$ cat src/rtl/score_display.sv
// score_display: clamps a written score to 9999, converts it to BCD and scans it onto a 4-digit seven-segment display
module score_display #(
  parameter int REFRESH_DIV = 50000
) (
  input  logic        clk,
  input  logic        reset,
  input  logic        wren,
  input  logic [31:0] wdata,
  output logic        busy,
  output logic [31:0] score_out,
  output logic [6:0]  seg,
  output logic [3:0]  an
);
  typedef enum logic [1:0] {IDLE, CONVERT, LOAD} state_t;
  localparam logic [15:0] LAST = 16'(REFRESH_DIV - 1);
  state_t state, state_next;
  logic [13:0] value, bin, clamped;
  logic [15:0] bcd, adj, digits, scan;
  logic [3:0]  iter, digit;
  logic [1:0]  index;
  logic        blank;
  assign clamped = wdata > 32'd9999 ? 14'd9999 : wdata[13:0];
  // state register
  always_ff @(posedge clk)
    state <= reset ? IDLE : state_next;
  // next-state logic: a write is only accepted from IDLE, so writes during a conversion are dropped
  always_comb begin
    state_next = state;
    case (state)
      IDLE:    state_next = wren ? CONVERT : IDLE;
      CONVERT: state_next = iter == 4'd1 ? LOAD : CONVERT;
      default: state_next = IDLE;
    endcase
  end
  // FSM outputs
  always_comb
    busy = state != IDLE;
  // add-3 correction on every BCD nibble before each shift
  always_comb begin
    adj = bcd;
    for (int i = 0; i < 4; i++)
      adj[4*i +: 4] = bcd[4*i +: 4] >= 4'd5 ? bcd[4*i +: 4] + 4'd3 : bcd[4*i +: 4];
  end
  // conversion datapath; the display register only changes in LOAD so the old value stays shown meanwhile
  always_ff @(posedge clk) begin
    if (reset) begin
      value <= '0;
      bin <= '0;
      bcd <= '0;
      iter <= '0;
      digits <= '0;
      score_out <= '0;
    end else begin
      case (state)
        IDLE: if (wren) begin
          value <= clamped;
          bin <= clamped;
          bcd <= '0;
          iter <= 4'd14;
        end
        CONVERT: begin
          {bcd, bin} <= {adj, bin} << 1;
          iter <= iter - 4'd1;
        end
        LOAD: begin
          digits <= bcd;
          score_out <= {18'd0, value};
        end
        default: ;
      endcase
    end
  end
  // free-running scan: each digit stays lit for REFRESH_DIV cycles
  always_ff @(posedge clk) begin
    if (reset) begin
      scan <= '0;
      index <= '0;
    end else if (scan == LAST) begin
      scan <= '0;
      index <= index + 2'd1;
    end else
      scan <= scan + 16'd1;
  end
  // digit select, leading-zero blanking and active-low segment decode
  always_comb begin
    an = ~(4'b0001 << index);
    digit = digits[4*index +: 4];
    blank = index != 2'd0 && (digits >> {index, 2'b00}) == 16'd0;
    case (digit)
      4'd0: seg = 7'b1000000;
      4'd1: seg = 7'b1111001;
      4'd2: seg = 7'b0100100;
      4'd3: seg = 7'b0110000;
      4'd4: seg = 7'b0011001;
      4'd5: seg = 7'b0010010;
      4'd6: seg = 7'b0000010;
      4'd7: seg = 7'b1111000;
      4'd8: seg = 7'b0000000;
      4'd9: seg = 7'b0010000;
      default: seg = 7'b1111111;
    endcase
    if (blank) seg = 7'b1111111;
  end
endmodule

$ cat config.mk
export PLATFORM = sky130hd
export DESIGN_NAME = score_display
export DESIGN_NICKNAME = d
export VERILOG_FILES = /design/src/rtl/score_display.sv
export SDC_FILE = /design/constraint.sdc
export NUM_CORES = 1
export LEC_CHECK = 0
export BUFFER_PORTS_ARGS = -buffer_cell sky130_fd_sc_hd__buf_4
export CAP_MARGIN = 15
export CORE_MARGIN = 2
export CORE_UTILIZATION = 45
export DETAILED_ROUTE_END_ITERATION = 16
export HOLD_SLACK_MARGIN = 0.02
export PLACE_DENSITY = 0.69
export SLEW_MARGIN = 10
export SYNTH_ARGS = -nofsm -noshare
export SYNTH_HDL_FRONTEND = slang
export SYNTH_SLANG_ARGS = --single-unit
$ cat constraint.sdc
create_clock -name clk -period 1.9 [get_ports clk]
set_input_delay 0.095 -clock clk [delete_from_list [all_inputs] [get_ports clk]]
set_output_delay 0.095 -clock clk [all_outputs]
set_load 0.02 [all_outputs]
==> impl_metrics.env <==
export IMPL_cpPeakStageDelay_ns=0.51
export IMPL_crit_family="multiplexers"
export IMPL_wl_per_cell_um=12.8
export IMPL_regArea_um2=1970
export IMPL_fmax_mhz=451
export IMPL_path_buf_inv=2
export IMPL_period_share=1.17
export IMPL_cts_buffers=9
export IMPL_num_antenna_cells=0
export IMPL_chipWidth_um=105
export IMPL_grt_pass1_vias=3883
export IMPL_synth_top_flop_cell="dfxtp_1"
export IMPL_synthCells=560
export IMPL_crit_path_end_kind="output pin"
export IMPL_drc=0
export IMPL_yosys_area_top_type="dfxtp_1"
export IMPL_cellPowerDensity_nw_per_um2=693
export IMPL_antenna_found_initial=0
export IMPL_grt_pass1_wl_mm=17.1
export IMPL_multi_input_area_um2=2420
export IMPL_grt_use_total=0.186
export IMPL_synth_edff_count=0
export IMPL_place_hpwl_mm=6.94
export IMPL_routed_wl_mm=9.81
export IMPL_worstPathRequired_ns=1.80
export IMPL_regToRegSetupSlack_ns=0.30
export IMPL_use_met2=0.338
export IMPL_fp_dieH_um=105
export IMPL_synth_top_area_frac=0.430
export IMPL_start_kind="flip-flop"
export IMPL_gp_congestion=0.788
export IMPL_ys_top_cells_by_area="dfxtp_1, a21oi_1, nand2_1"
export IMPL_top_usage_layer="met2"
export IMPL_status="finished, violations left"
export IMPL_clockBufferDepth=2
export IMPL_fillCellCount=932
export IMPL_use_met1=0.222
export IMPL_dr_total_vias=3942
export IMPL_drtIter0Drc=187
export IMPL_dp_slack_ns=-0.0454
export IMPL_hold_viol=0
export IMPL_numClockSinks=98
export IMPL_synth_cell_types=42
export IMPL_htreeDepth=3
export IMPL_worstReg2RegStart="bcd[1]"
export IMPL_clk_pin_slew_ns=0.09
export IMPL_whs_endpoint="value[12]"
export IMPL_arrival_ns=2.12
export IMPL_critPathSlowestCell="mux4_2"
export IMPL_nets=685
export IMPL_synth_seq_cells=98
export IMPL_num_rows=36
export IMPL_area_growth_pct=22.1
export IMPL_timing_hold_worst_start="wdata[12]"
export IMPL_violations="setup timing"
export IMPL_worst_pin_slew_ns=0.589
export IMPL_relSlewSlack=0.607
export IMPL_clockRootBuffer="clkbuf_8"
export IMPL_criticalPathCategory="reg -> out"
export IMPL_synth_avg_cell_area_um2=8.14
export IMPL_synthArstFlopShare=0
export IMPL_hp_class="in -> reg"
export IMPL_syn_area_um2=4560
export IMPL_grt_remaining_overflow=0
export IMPL_port_buffers=60
export IMPL_maxCapViolations=0
export IMPL_ys_seq_area_frac=0.430
export IMPL_dieArea_um2=11000
export IMPL_worst_path_max_fanout=6
export IMPL_finalClockSkew_ns=0.0141
export IMPL_drtPass1Iterations=4
export IMPL_clock_latency_ns=0.37
export IMPL_yosys_warnings=0
export IMPL_ant_nets=0
export IMPL_drive_above_1_share=0.208
export IMPL_whs_ns=0.0429
export IMPL_max_vdd_ir_drop_v=0.000571
export IMPL_num_io_pins=79
export IMPL_slew_viol_final=0
export IMPL_path_common_cell="buf_6"
export IMPL_period_minus_slack_ns=2.22
export IMPL_rsz0062_at_grt="true"
export IMPL_grt_max_degree=54
export IMPL_r2r_end="bcd[2]"
export IMPL_fin_ws_ns=-0.318
export IMPL_grt_util_met3=0.0362
export IMPL_r2r_cells=7
export IMPL_whs_path_depth=3
export IMPL_leakage_nw=2.13
export IMPL_tritoncts="yes"
export IMPL_initial_utilization=0.464
export IMPL_core_region_area_um2=9820
export IMPL_setup_viol=7
export IMPL_path_cells="buf_6 > mux4_2 > or2_4 > a2bb2oi_4 > nand2_1 > buf_6"
export IMPL_vias_per_cell=5.13
## worst register-to-register path, cell delays in order (launching register included)
cell      delay [ns]
dfxtp_1         0.41
inv_1           0.09
ha_1            0.18
nand2b_1        0.14
a21oi_1         0.32
and2_1          0.17
o21ai_0         0.08
a21oi_1         0.15
## report_power, final
group / switching, mW / internal [mW]
registers: 0.0338 / 2.10
clock network: 0.772 / 0.632
logic: 0.196 / 0.124
total: 1.00 / 2.86
## final cells by class
type / instances / area share
Clock buffer: 9 / 0.0222
Clock inverter: 7 / 0.0151
Inverter: 23 / 0.0155
Multi-Input combinational cell: 409 / 0.434
Sequential cell: 98 / 0.353
Tap cell: 133 / 0.0299
Timing Repair Buffer: 90 / 0.130
## registers in the layout, summed over array words and instances (netlist names)
name,flops
iter,4
scan,16
digits,16
score_out,14
index,2
bin,14
state,2
value,14
bcd,16
## Yosys cell counts, drive strengths merged, types with 2 or more instances
cell type  instances
xnor2             13
nand4              2
xor2              10
mux4               4
buf               23
or2                2
inv               23
ha                19
nor2              38
nor4              10
and2               5
a31oi              3
o21ai             23
nor2b              3
or4                4
dfxtp             98
a211oi             3
nand3             27
nand2b             7
o22ai              2
clkbuf            24
mux2i              3
and3               3
nor3              15
a21oi             77
a22oi             14
nand2             95
## layer usage
layer,share of wire,vias up
met3,0.045,6
met2,0.51,110
met5,0,-
met4,0.0064,0
li1,-,2019
met1,0.44,1807
## cell usage in the layout, fill, tap and decap left out, drive strengths merged, types with 9 or more instances in the layout
| master | n |
|---|---|
| ha | 19 |
| nor4 | 10 |
| o21ai | 23 |
| a22oi | 14 |
| xnor2 | 13 |
| buf | 89 |
| clkbuf | 9 |
| dfxtp | 98 |
| inv | 26 |
| a21oi | 77 |
| nand3 | 27 |
| xor2 | 10 |
| conb | 18 |
| nor2 | 38 |
| nand2 | 95 |
| nor3 | 15 |
## how the worst max path moves through the flow
| stage | from | end | slack (ns) | depth (start not counted) |
|---|---|---|---|---|
| after floorplan | index[0] | seg[4] | 0.02 | 7 |
| after global placement | index[0] | seg[4] | 0.03 | 8 |
| after detailed placement | index[0] | seg[4] | -0.05 | 8 |
| after CTS | index[0] | seg[4] | -0.34 | 7 |
| after global routing | index[0] | seg[6] | -0.42 | 8 |
| final | index[0] | seg[2] | -0.32 | 6 |
## repair_timing
action	in CTS	in global routing
hold buffers	1	0
endpoints found under the setup margin	7	7
hold endpoints to repair	1	0
resized for setup	18	5
buffers inserted	7	0
pin swaps	6	3
## stage by stage
stage / area (µm²) / TNS [ns] / util / instances / power, mW
floorplan: 4670 / 0 / - / 577 / 2.40
global placement: 5220 / 0 / 0.531 / 745 / 2.50
detailed placement: 5220 / -0.0769 / 0.531 / 745 / 2.50
CTS: 5550 / -2.18 / 0.565 / 769 / 3.90
global route: 5570 / -2.85 / 0.567 / 769 / 4.04
finish: 5570 / -2.10 / 0.567 / 769 / 3.86
## kinds of logic (layout without fill, tap and decap cells)
| logic type | after synthesis | in the layout | share of synthesized area |
|---|---|---|---|
| DFF | 98 | 98 | 0.430 |
| AOI/OAI and AO/OA | 129 | 129 | 0.161 |
| other | 1 | 18 | 0.000822 |
| xor gates and xnor gates | 23 | 23 | 0.0442 |
| buffers and inverters | 70 | 129 | 0.0749 |
| and+or+nand+nor | 213 | 213 | 0.210 |
| muxes | 7 | 7 | 0.0263 |
| adders and majority gates | 19 | 19 | 0.0521 |
(Power assumes the default switching activity.)
